**config.mk**
```make
export PLATFORM = sky130hd
export DESIGN_NAME = multicycle_control_unit
export DESIGN_NICKNAME = d
export VERILOG_FILES = /design/src/rtl/multicycle_control_unit.sv
export SDC_FILE = /design/constraint.sdc
export NUM_CORES = 1
export LEC_CHECK = 0
export ABC_AREA = 1
export BUFFER_PORTS_ARGS = -buffer_cell sky130_fd_sc_hd__buf_2
export CAP_MARGIN = 25
export CORE_MARGIN = 8
export CORE_UTILIZATION = 49
export DETAILED_ROUTE_END_ITERATION = 8
export PLACE_DENSITY = 0.75
export REMOVE_ABC_BUFFERS = 1
export SLEW_MARGIN = 25
export SYNTH_ARGS = -nofsm -noshare
export SYNTH_HDL_FRONTEND = slang
export SYNTH_SLANG_ARGS = --single-unit
```
**constraint.sdc**
```tcl
create_clock -name clk -period 2.9 [get_ports clk]
set_clock_uncertainty 0.05 [all_clocks]
set_input_delay 0.29 -clock clk [delete_from_list [all_inputs] [get_ports clk]]
set_output_delay 0.29 -clock clk [all_outputs]
set_load 0.05 [all_outputs]
```
**src/rtl/multicycle_control_unit.sv**
```systemverilog
// Multi-cycle control FSM for the 16-bit RISC datapath.
// Sequences each instruction over 2-5 clocks, commits the PC once per
// instruction in its final cycle and counts retired instructions.
//
// state  | meaning
// -------+-----------------------------------------------------------
// FETCH  | load instruction register
// DECODE | decode live opcode; JMP and illegal opcodes retire here
// EXEC   | ALU operation / address calc / branch resolve (uses op_q)
// MEM    | data memory access (LD read, ST write + retire)
// WB     | register write-back and retire (R-type, LD)
// 5..7   | unreachable; all outputs 0, recover to FETCH
module multicycle_control_unit #(
  parameter int COUNT_WIDTH = 16
) (
  input  logic                   clk,
  input  logic                   reset,
  input  logic [3:0]             opcode,
  output logic                   ir_write,
  output logic                   pc_write,
  output logic                   jump,
  output logic                   beq,
  output logic                   bne,
  output logic                   mem_read,
  output logic                   mem_write,
  output logic                   alu_src,
  output logic                   reg_dst,
  output logic                   mem_to_reg,
  output logic                   reg_write,
  output logic [2:0]             alu_op,
  output logic [2:0]             state,
  output logic                   illegal,
  output logic [COUNT_WIDTH-1:0] instr_retired
);

  typedef enum logic [2:0] {
    FETCH  = 3'd0,
    DECODE = 3'd1,
    EXEC   = 3'd2,
    MEM    = 3'd3,
    WB     = 3'd4
  } state_t;

  localparam logic [3:0] OP_LD  = 4'b0000;
  localparam logic [3:0] OP_ST  = 4'b0001;
  localparam logic [3:0] OP_BEQ = 4'b1011;
  localparam logic [3:0] OP_BNE = 4'b1100;
  localparam logic [3:0] OP_JMP = 4'b1101;

  state_t     state_q;
  state_t     state_d;
  logic [3:0] op_q;
  logic       ir_write_raw;

  function automatic logic is_rtype(input logic [3:0] op);
    return (op >= 4'b0010) && (op <= 4'b1001);
  endfunction

  function automatic logic is_illegal(input logic [3:0] op);
    return (op == 4'b1010) || (op == 4'b1110) || (op == 4'b1111);
  endfunction

  // R-type opcodes 0010..1001 map to ALU functions 000..111 in order
  function automatic logic [2:0] rtype_alu_op(input logic [3:0] op);
    logic [3:0] idx;
    idx = op - 4'b0010;
    return idx[2:0];
  endfunction

  // State, latched opcode and retired counter; reset aborts any instruction
  always_ff @(posedge clk or posedge reset) begin
    if (reset) begin
      state_q       <= FETCH;
      op_q          <= 4'b0000;
      instr_retired <= '0;
    end else begin
      state_q <= state_d;
      if (state_q == DECODE)
        op_q <= opcode;
      if (pc_write)
        instr_retired <= instr_retired + {{(COUNT_WIDTH-1){1'b0}}, 1'b1};
    end
  end

  // Next-state and control decode; every control defaults to 0
  always_comb begin
    state_d      = FETCH;
    ir_write_raw = 1'b0;
    pc_write     = 1'b0;
    jump         = 1'b0;
    beq          = 1'b0;
    bne          = 1'b0;
    mem_read     = 1'b0;
    mem_write    = 1'b0;
    alu_src      = 1'b0;
    reg_dst      = 1'b0;
    mem_to_reg   = 1'b0;
    reg_write    = 1'b0;
    alu_op       = 3'b000;
    illegal      = 1'b0;
    case (state_q)
      FETCH: begin
        ir_write_raw = 1'b1;
        state_d      = DECODE;
      end
      DECODE: begin
        if (opcode == OP_JMP) begin
          jump     = 1'b1;
          pc_write = 1'b1;
          state_d  = FETCH;
        end else if (is_illegal(opcode)) begin
          illegal  = 1'b1;
          pc_write = 1'b1;
          state_d  = FETCH;
        end else begin
          state_d = EXEC;
        end
      end
      EXEC: begin
        if (is_rtype(op_q)) begin
          alu_op  = rtype_alu_op(op_q);
          state_d = WB;
        end else if ((op_q == OP_LD) || (op_q == OP_ST)) begin
          alu_src = 1'b1;
          state_d = MEM;
        end else if (op_q == OP_BEQ) begin
          beq      = 1'b1;
          alu_op   = 3'b001;
          pc_write = 1'b1;
        end else if (op_q == OP_BNE) begin
          bne      = 1'b1;
          alu_op   = 3'b001;
          pc_write = 1'b1;
        end
      end
      MEM: begin
        if (op_q == OP_LD) begin
          alu_src  = 1'b1;
          mem_read = 1'b1;
          state_d  = WB;
        end else if (op_q == OP_ST) begin
          alu_src   = 1'b1;
          mem_write = 1'b1;
          pc_write  = 1'b1;
        end
      end
      WB: begin
        if (is_rtype(op_q)) begin
          reg_dst   = 1'b1;
          alu_op    = rtype_alu_op(op_q);
          reg_write = 1'b1;
          pc_write  = 1'b1;
        end else if (op_q == OP_LD) begin
          alu_src    = 1'b1;
          mem_read   = 1'b1;
          mem_to_reg = 1'b1;
          reg_write  = 1'b1;
          pc_write   = 1'b1;
        end
      end
      default: state_d = FETCH;
    endcase
  end

  // FETCH is the reset state, so ir_write must be masked while reset is held
  assign ir_write = ir_write_raw & ~reset;
  assign state    = state_q;

endmodule

```
==> impl_metrics.csv, run 1 <==
group,metric,value,unit
sta,rsz0062_at_grt,"no",
sta,finalSetupViolCount,0,
placed_design,io_buffer_count,39,
global_route,grt_pass1_wl,6.52,mm
power,p_seq_share,33.2,%
worst_setup_path,critPathTopFamily,"simple AND/OR/NAND/NOR gates",
sta,fin_setup_tns,0,ps
yosys,synth_top_area_share,36.6,%
worst_setup_path,cp-end-kind,"primary output",
worst_setup_path,critPathMaxFanout,17,
outcome,status,"complete, no violations",
worst_setup_path,crit_type,"reg2out",
worst_setup_path,regToRegStartpoint,"op_q[3]",
yosys,async_flop_share,100,%
global_route,antenna_found_initial,0,
job,maxCapViolations,0,
routing,first_pass_iters,4,
floorplanning,start_util,51.5,%
routing,drc_errors,0,
cts,cts_root_buf,"clkbuf_4",
yosys,synthDistinctLibCells,29,
placed_design,place_congestion,0.922,
power,power.switching,871,uW
sta,final_hold_viol_count,0,
yosys,ys_seq_area_share,36.6,%
layout,seq_area,576,sq um
sta,timing.hold.ws,79.9,ps
power,combinationalPowerShare,56.7,%
layout,area_delta_synth_final,15.2,%
routing,ant_nets,0,
cts,cts_buffer_depth,2,
worst_setup_path,rrSetupSlack,1270,ps
sta,period_minus_slack,2290,ps
worst_setup_path,critPathLaunchType,"flip-flop",
cts,tritoncts,"built",
floorplanning,row_count,20,
power,p_sw_share,57.2,%
layout,drive_gt1_share,19.7,%
floorplanning,die-height,72.7,um
yosys,syn_avg_cell_area,6.84,sq um
worst_setup_path,critPathMaxStageDelay,450,ps
routing,wl_per_cell,11.8,um
cts,ctsHtreeMaxLevel,1,
yosys,ys.flop_type,"dfrtp_1",
yosys,ys_warn_count,0,
global_route,globalRouteOverflowTotal,0,
worst_setup_path,worstPathRequired,2560,ps
global_route,first_global_vias,1445,
yosys,synth_edf_count,0,
floorplanning,core,3050,sq um
cts,numCtsBuffers,3,
routing,wl,3.70,mm
yosys,synthCells,230,
worst_setup_path,reg2reg_to,"instr_retired[0]",
power,clkPwrFrac,10.1,%
global_route,grt_max_degree,24,
routing,dr.first_iter.drc_count,172,
placed_design,placed_area,1790,sq um
sta,worst-slew-pin-transition,845,ps
cts,cts-resized-gates,0,
worst_setup_path,crit_chain,"nor2_2, nand2_1, nand3_2, nand3_4, nor2_8, inv_1, buf_2",
cts,hold_buffers,0,
worst_setup_path,slowest_stage,"dfrtp_1",
cts,cts_setup_buffers,0,
global_route,grt_usage,15.1,%
layout,layout.nets,277,
yosys,synth_top_area_cell,"dfrtp_1",
routing,vias_per_cell,4.97,
layout,n_antenna_cell,0,
routing,vias,1555,
power,ir_drop,0.000576,V
yosys,synth_area,1570,sq um
sta,maxSlewHeadroom,43.6,%
layout,multi_input_area,847,sq um
cts,numClockSinks,23,
hold_path,hp-class,"in2async",
sta,max_freq,0.436,GHz
yosys,ys_seq_elements,23,
cts,insertion_delay,320,ps
placed_design,dp_hpwl,2.94,mm
yosys,yosys-top-cells-area,"dfrtp_1 37%, nand2_1 20%, o21ai_0 7.0%",
floorplanning,io_pins,40,
layout,fin_area,1810,sq um
layout,nFillCells,301,
power,p_int,653,uW
worst_setup_path,cp.arrival,1950,ps
worst_setup_path,cp_num_buf_inv,2,
floorplanning,die-area,5280,sq um
cts,path_clk_slew,130,ps
floorplanning,fp.dieW,72.7,um
worst_setup_path,reg2reg_depth,7,
power,p_per_area,841,nW/um^2
sta,final-max-slew-violation-count,0,
sta,timing.final.crit_share,79.1,%
power,leakage,0.00103,uW
[placed cells by master, fill, tap and decap left out]
cell type / synthesis / final
clkbuf_4: 0 / 3
nand2_4: 1 / 1
xor2_1: 5 / 5
nor2_1: 24 / 24
inv_1: 29 / 29
nand3_4: 1 / 1
o21bai_1: 1 / 1
xnor2_1: 3 / 3
a21oi_1: 2 / 2
inv_2: 1 / 1
nor2_8: 1 / 1
nand2_1: 85 / 85
clkbuf_1: 0 / 1
nand2_2: 2 / 2
o22ai_1: 1 / 1
buf_2: 0 / 39
o21ai_0: 22 / 22
nor3_4: 1 / 1
o211ai_1: 1 / 1
nor2_2: 1 / 1
and2_1: 1 / 1
o21ai_1: 1 / 1
nand4_1: 5 / 5
ha_1: 1 / 1
nand3_2: 1 / 1
nand3_1: 9 / 9
nor3_2: 2 / 2
nor3_1: 1 / 1
a211oi_1: 1 / 1
dfrtp_1: 23 / 23
[power groups by stage]
stage | logic (uW) | registers, uW | clock network, uW
2_1_floorplan | 524 | 650 | 0
3_3_place_gp | 863 | 507 | 0
3_5_place_dp | 866 | 512 | 0
4_1_cts | 869 | 506 | 155
5_1_grt | 946 | 521 | 169
6_report | 864 | 506 | 154
[sequential cells by signal, indices dropped and copies added, names as in the netlist]
name / cells
instr_retired: 16
op_q: 4
state: 3
[stage by stage]
| stage | worst slack [ps] | total power [uW] | util [%] | cells |
|---|---|---|---|---|
| floorplan | 182 | 1170 | - | 226 |
| global placement | 1040 | 1370 | 58.5 | 309 |
| detailed placement | 1000 | 1380 | 58.5 | 309 |
| CTS | 635 | 1530 | 59.3 | 313 |
| global route | 449 | 1640 | 59.3 | 313 |
| finish | 606 | 1520 | 59.3 | 313 |
[cell type report]
class | instances | share of cell area, %
timing repair buffer | 39 | 10.8
inverter | 30 | 6.22
multi-input combinational | 173 | 46.8
clock buffer | 4 | 1.45
sequential | 23 | 31.8
tap | 44 | 3.04
[worst reg2reg max path, stage by stage (launching register included)]
cell     delay, ps
dfrtp_1        450
nor2_2         170
nand2_1        140
nand3_2        140
nand3_4        190
nor2_8         270
nand2_1         90
nand2_1         70
[synthesized netlist by cell type, types with 2 or more instances]
cell type / count
buf_4: 2
xnor2_1: 3
o21ai_0: 22
inv_1: 29
buf_6: 2
nand4_1: 5
nor3_2: 2
nor2_1: 24
xor2_1: 5
nand3_1: 9
dfrtp_1: 23
nand2_1: 85
a21oi_1: 2
nand2_2: 2
[routing by layer]
| metal | up-vias | global-route usage (%) | share of wire, % |
|---|---|---|---|
| met3 | 4 | 2.88 | 6.8 |
| li1 | 802 | - | - |
| met4 | 0 | 5.56 | 0.81 |
| met5 | - | 0 | 0 |
| met2 | 46 | 25.0 | 48 |
| met1 | 703 | 19.0 | 44 |
[worst max-delay path by stage]
stage	startpoint	end	cells past startpoint
global route	op_q[3]	pc_write	7
floorplan	state[1]	alu_op[2]	6
global placement	op_q[3]	pc_write	7
finish	op_q[3]	pc_write	7
CTS	op_q[3]	pc_write	7
detailed placement	state[0]	pc_write	7
[cell families (layout without fill, tap and decap cells)]
logic type	after synthesis	after routing	share of synthesized area, %
buffers and inverters	34	73	9.55
adder cells (fa/ha/maj)	1	1	0.795
XOR/XNOR	8	8	4.46
AND/OR/NAND/NOR	135	135	38.8
AO/OA/AOI/OAI	29	29	9.79
flip-flops	23	23	36.6
No activity file was read; power rests on OpenSTA's default activity.
==> run 2, diff against run 1 <==
--- a/config.mk
+++ b/config.mk
@@ -5,13 +5,13 @@
 export SDC_FILE = /design/constraint.sdc
 export NUM_CORES = 1
 export LEC_CHECK = 0
-export ABC_AREA = 1
+export ABC_AREA = 0
 export BUFFER_PORTS_ARGS = -buffer_cell sky130_fd_sc_hd__buf_2
 export CAP_MARGIN = 25
 export CORE_MARGIN = 8
 export CORE_UTILIZATION = 49
 export DETAILED_ROUTE_END_ITERATION = 8
-export PLACE_DENSITY = 0.75
+export PLACE_DENSITY = 0.77
 export REMOVE_ABC_BUFFERS = 1
 export SLEW_MARGIN = 25
 export SYNTH_ARGS = -nofsm -noshare
==> constraint.sdc (replaced) <==
create_clock -name clk -period 2.2 [get_ports clk]
set_clock_uncertainty 0.05 [all_clocks]
set_input_delay 0.22 -clock clk [delete_from_list [all_inputs] [get_ports clk]]
set_output_delay 0.22 -clock clk [all_outputs]
set_load 0.05 [all_outputs]
==> impl_metrics.csv, run 2 <==
group,metric,value,unit
layout,nFillCells,212,
power,p_sw_share,50.5,%
routing,first_pass_iters,4,
sta,timing.hold.ws,15.6,ps
sta,worst-slew-pin-transition,853,ps
global_route,grt_max_degree,24,
yosys,yosys-top-cells-area,"dfrtp_1 43%, xor2_1 8.5%, mux2_1 3.4%",
layout,mostFrequentLayoutCell,"buf_2",
hold_path,hp-class,"in2async",
cts,ctsHtreeMaxLevel,1,
yosys,ys.flop_type,"dfrtp_1",
layout,layout.nets,204,
sta,timing.final.crit_share,97.3,%
worst_setup_path,cp-end-kind,"flip-flop",
yosys,synth_top_area_cell,"dfrtp_1",
layout,seq_area,583,sq um
yosys,ys_seq_elements,23,
global_route,globalRouteOverflowTotal,0,
worst_setup_path,cp.arrival,2330,ps
sta,final-max-slew-violation-count,0,
cts,cts_buffer_depth,2,
placed_design,place_congestion,0.902,
global_route,first_global_vias,1208,
global_route,grt_pass1_wl,5.51,mm
layout,max_flop_register,"instr_retired",
power,p_per_area,1300,nW/um^2
power,clkPwrFrac,8.4,%
cts,insertion_delay,320,ps
yosys,async_flop_share,100,%
yosys,synthDistinctLibCells,39,
floorplanning,row_count,19,
job,maxCapViolations,0,
sta,max_freq,0.467,GHz
cts,numClockSinks,23,
global_route,grt_usage,15.1,%
yosys,yosys-top-cells-count,"23 x dfrtp_1, 13 x xor2_1, 11 x nor2_1, 10 x nand2_1, 7 x nor3_1",
global_route,antenna_found_initial,0,
worst_setup_path,reg2reg_to,"instr_retired[13]",
layout,n_antenna_cell,0,
yosys,yosysMostFrequentCell,"dfrtp_1",
floorplanning,fp.dieW,68.2,um
layout,area_delta_synth_final,33.8,%
worst_setup_path,regToRegStartpoint,"op_q[2]",
outcome,status,"complete, no violations",
sta,fin_setup_tns,0,ps
worst_setup_path,critPathLaunchType,"flip-flop",
routing,vias_per_cell,5.46,
yosys,synth_edf_count,0,
worst_setup_path,rrSetupSlack,60,ps
cts,numCtsBuffers,3,
layout,drive_gt1_share,42.3,%
power,p_seq_share,30.2,%
yosys,synthCells,138,
worst_setup_path,worstPathRequired,2390,ps
sta,final_hold_viol_count,0,
yosys,syn_avg_cell_area,9.67,sq um
worst_setup_path,critPathMaxFanout,13,
placed_design,io_buffer_count,39,
floorplanning,die-area,4650,sq um
sta,maxSlewHeadroom,43.1,%
power,combinationalPowerShare,61.4,%
layout,final_cell_mix,"37 x buf_2, 25 x buf_4, 17 x dfrtp_1",
floorplanning,start_util,50.1,%
routing,dr.first_iter.drc_count,65,
routing,ant_nets,0,
cts,cts_root_buf,"clkbuf_4",
sta,period_minus_slack,2140,ps
floorplanning,die-height,68.2,um
floorplanning,io_pins,40,
routing,wl,3.42,mm
worst_setup_path,reg2reg_depth,7,
cts,tritoncts,"built",
layout,multi_input_area,721,sq um
routing,vias,1239,
yosys,synth_top_area_share,43.2,%
yosys,synth_area,1330,sq um
yosys,ys_warn_count,0,
cts,path_clk_slew,130,ps
sta,rsz0062_at_grt,"yes",
yosys,ys_seq_area_share,43.2,%
power,p_int,1150,uW
worst_setup_path,crit_type,"reg2reg",
floorplanning,core,2660,sq um
routing,wl_per_cell,15.1,um
placed_design,dp_hpwl,2.54,mm
layout,largest_reg_flops,16,
power,ir_drop,0.000805,V
sta,finalSetupViolCount,0,
power,power.switching,1170,uW
layout,final_util,67.0,%
power,leakage,0.000944,uW
routing,drc_errors,0,
==> run 2: worst max path at each step <==
stage | slack, ps | to | cells past startpoint | from
floorplan | -660 | instr_retired[1] | 5 | state[2]
global placement | -190 | pc_write | 6 | opcode[0]
detailed placement | -310 | pc_write | 6 | opcode[0]
CTS | 2 | pc_write | 5 | state[0]
global route | -30 | instr_retired[13] | 7 | op_q[2]
finish | 60 | instr_retired[13] | 7 | op_q[2]
==> run 2: power groups by stage <==
stage	registers, uW	clock network (uW)	logic [uW]
after floorplan	924	0	598
after global placement	683	0	1240
after detailed placement	690	0	1270
after CTS	682	197	1300
after global routing	720	221	1510
final	699	194	1420
==> run 2: timing repair <==
action / CTS / global route
buffers inserted: 1 / 5
gates resized for setup: 3 / 13
pin swaps: 1 / 2
setup endpoints to repair: 16 / 10
hold buffers: 0 / 0
==> run 2: worst max-delay path: stages, from the launching register on <==
cell      delay, ps
dfrtp_2         480
buf_4           150
o21a_1          220
a211oi_4        300
nor4_4          100
buf_4           200
nor4b_1         380
xor2_1          180
==> run 2: metal layers <==
metal	GRT usage [%]	up-vias	part of all wire, %
li1	-	605	-
met1	19.1	602	45
met2	24.9	26	49
met3	4.58	6	5.1
met4	3.07	0	1.1
met5	0	-	0
==> run 2: logic make-up after synthesis <==
logic type | synth area share (%)
compound gates | 9.85
buf+inv | 5.25
flops | 43.2
fa+ha+maj | 0.938
mux | 3.38
xor+xnor | 11.2
simple gates | 26.3
==> run 2: cell type report <==
type | instances | share of cell area (%)
inverter | 5 | 1.05
tap | 31 | 2.17
timing repair buffer | 64 | 22.2
clock buffer | 3 | 1.26
sequential | 23 | 32.7
clock inverter | 1 | 0.281
multi-input combinational | 100 | 40.4
==> run 2: metrics by stage <==
stage,cells,power (uW),instance area (sq um),worst slack (ps)
after CTS,222,2180,1710,2.26
after floorplan,128,1520,1280,-659
after global placement,217,1920,1660,-193
after global routing,227,2460,1780,-31.1
final,227,2310,1780,58.7
after detailed placement,217,1960,1660,-309
==> run 3, diff against run 2 <==
--- a/config.mk
+++ b/config.mk
@@ -6,11 +6,12 @@
 export NUM_CORES = 1
 export LEC_CHECK = 0
 export ABC_AREA = 0
-export BUFFER_PORTS_ARGS = -buffer_cell sky130_fd_sc_hd__buf_2
+export BUFFER_PORTS_ARGS = -buffer_cell sky130_fd_sc_hd__buf_4
 export CAP_MARGIN = 25
 export CORE_MARGIN = 8
 export CORE_UTILIZATION = 49
 export DETAILED_ROUTE_END_ITERATION = 8
+export HOLD_SLACK_MARGIN = 0.12
 export PLACE_DENSITY = 0.77
 export REMOVE_ABC_BUFFERS = 1
 export SLEW_MARGIN = 25
==> impl_metrics.csv, run 3 (synthesized netlist as in run 2, its figures left out) <==
group,metric,value,unit
layout,nFillCells,200,
routing,wl_per_cell,15.8,um
placed_design,place_ws,-285,ps
layout,max_flop_register,"instr_retired",
routing,first_pass_iters,4,
power,p_total,2410,uW
cts,tritoncts,"built",
sta,maxSlewHeadroom,41.8,%
power,leakage,0.000977,uW
cts,insertion_delay,320,ps
floorplanning,die-height,68.2,um
layout,drive_gt1_share,44.4,%
worst_setup_path,cp-startpoint,"op_q[2]",
routing,wl,3.63,mm
placed_design,io_buffer_count,39,
global_route,grt_max_degree,24,
layout,area_delta_synth_final,43.8,%
sta,final-max-slew-violation-count,0,
layout,final_cell_mix,"65 x buf_4, 17 x dfrtp_1, 13 x xor2_1",
global_route,globalRouteOverflowTotal,0,
layout,final_util,72.0,%
sta,period_minus_slack,2160,ps
global_route,first_global_vias,1197,
worst_setup_path,cpMostUsedCell,"buf_4",
layout,layout.nets,206,
placed_design,dp_hpwl,2.63,mm
floorplanning,fp.dieW,68.2,um
floorplanning,io_pins,40,
worst_setup_path,crit_chain,"buf_4, o21a_1, a211oi_4, nor4_4, inv_2, buf_4",
placed_design,place_congestion,0.861,
sta,final_hold_viol_count,0,
worst_setup_path,slowest_stage,"dfrtp_2",
worst_setup_path,reg2reg_depth,7,
floorplanning,die-area,4650,sq um
cts,cts_buffer_depth,2,
hold_path,holdPathStages,3,
power,p_per_area,1260,nW/um^2
worst_setup_path,cp.arrival,1890,ps
worst_setup_path,cp_num_buf_inv,3,
cts,numCtsBuffers,3,
worst_setup_path,critPathLaunchType,"flip-flop",
routing,drc_errors,0,
layout,n_antenna_cell,0,
worst_setup_path,reg2reg_to,"instr_retired[15]",
routing,vias,1264,
layout,mostFrequentLayoutCell,"buf_4",
sta,max_freq,0.463,GHz
worst_setup_path,critPathMaxStageDelay,490,ps
cts,ctsHtreeMaxLevel,1,
routing,vias_per_cell,5.52,
cts,cts_root_buf,"clkbuf_4",
power,ir_drop,0.000980,V
worst_setup_path,regToRegStartpoint,"op_q[2]",
worst_setup_path,critPathTopFamily,"compound AO/OA/AOI/OAI gates",
worst_setup_path,worstPathRequired,1930,ps
worst_setup_path,critPathMaxFanout,5,
sta,worst-slew-pin-transition,872,ps
global_route,grt_pass1_wl,5.69,mm
global_route,antenna_found_initial,0,
worst_setup_path,rrSetupSlack,50,ps
hold_path,worstHoldStart,"opcode[0]",
hold_path,min_to,"op_q[0]",
sta,layout_setup_ws,37.9,ps
layout,largest_reg_flops,16,
sta,finalSetupViolCount,0,
routing,dr.first_iter.drc_count,73,
sta,timing.final.crit_share,98.3,%
cts,path_clk_slew,140,ps
cts,numClockSinks,23,
floorplanning,start_util,50.1,%
outcome,status,"complete, no violations",
routing,ant_nets,0,
worst_setup_path,crit_type,"reg2out",
job,maxCapViolations,0,
worst_setup_path,cp-end-kind,"primary output",
global_route,grt_usage,15.6,%
floorplanning,core,2660,sq um
floorplanning,row_count,19,
hold_path,hp-class,"in2reg",
-- run 3: changes by cell type in the layout (fill, tap and decap cells not counted), sizes merged --
cell | before | now
buf | 64 | 65
dlygate4sd3 | 0 | 1
-- run 3: where the power goes --
part	switching [uW]	leakage [uW]	internal, uW
clock	135	0.0000177	68.1
combinational	900	0.000664	607
sequential	170	0.000296	533
-- run 3: worst min-delay path: stages --
cell     delay (ps)
buf_4           120
inv_1            60
o21ai_1          70
-- run 3: per-layer routing --
layer / global-route usage, % / routed length, um
met1: 21.4 / 1550
met2: 24.6 / 1810
met3: 2.62 / 235
met4: 4.35 / 31
met5: 0 / 0
-- run 3: cell type report --
cell class	instances	area (sq um)	share of cell area (%)
clock inverter	1	5.00	0.261
timing repair buffer	66	498	26.0
tap	31	38.8	2.02
inverter	5	18.8	0.978
clock buffer	3	22.5	1.17
multi-input combinational	100	752	39.2
sequential	23	583	30.4
-- run 3: worst max-delay path by stage --
stage,end,slack (ps),cells past startpoint
2_1_floorplan,instr_retired[1],-660,5
3_3_place_gp,instr_retired[1],-200,6
3_5_place_dp,instr_retired[1],-280,6
4_1_cts,pc_write,7,5
5_1_grt,pc_write,-10,6
6_report,pc_write,40,6
-- run 3: what timing repair did --
action | in CTS | in global routing
setup endpoints to repair | 16 | 7
pin swaps | 1 | 3
gates resized for setup | 4 | 12
setup buffers | 2 | 5
endpoints found under the hold margin | 23 | 0
hold buffers | 1 | 0
-- run 3: per-stage QoR --
step | std cells | TNS [ps] | cell area [sq um] | hold WS (ps)
6_report | 229 | 0 | 1920 | 124
5_1_grt | 229 | -13.5 | 1920 | 118
4_1_cts | 225 | 0 | 1830 | 130
3_5_place_dp | 218 | -2920 | 1760 | 412
3_3_place_gp | 218 | -1730 | 1760 | 384
2_1_floorplan | 128 | -9880 | 1280 | 172
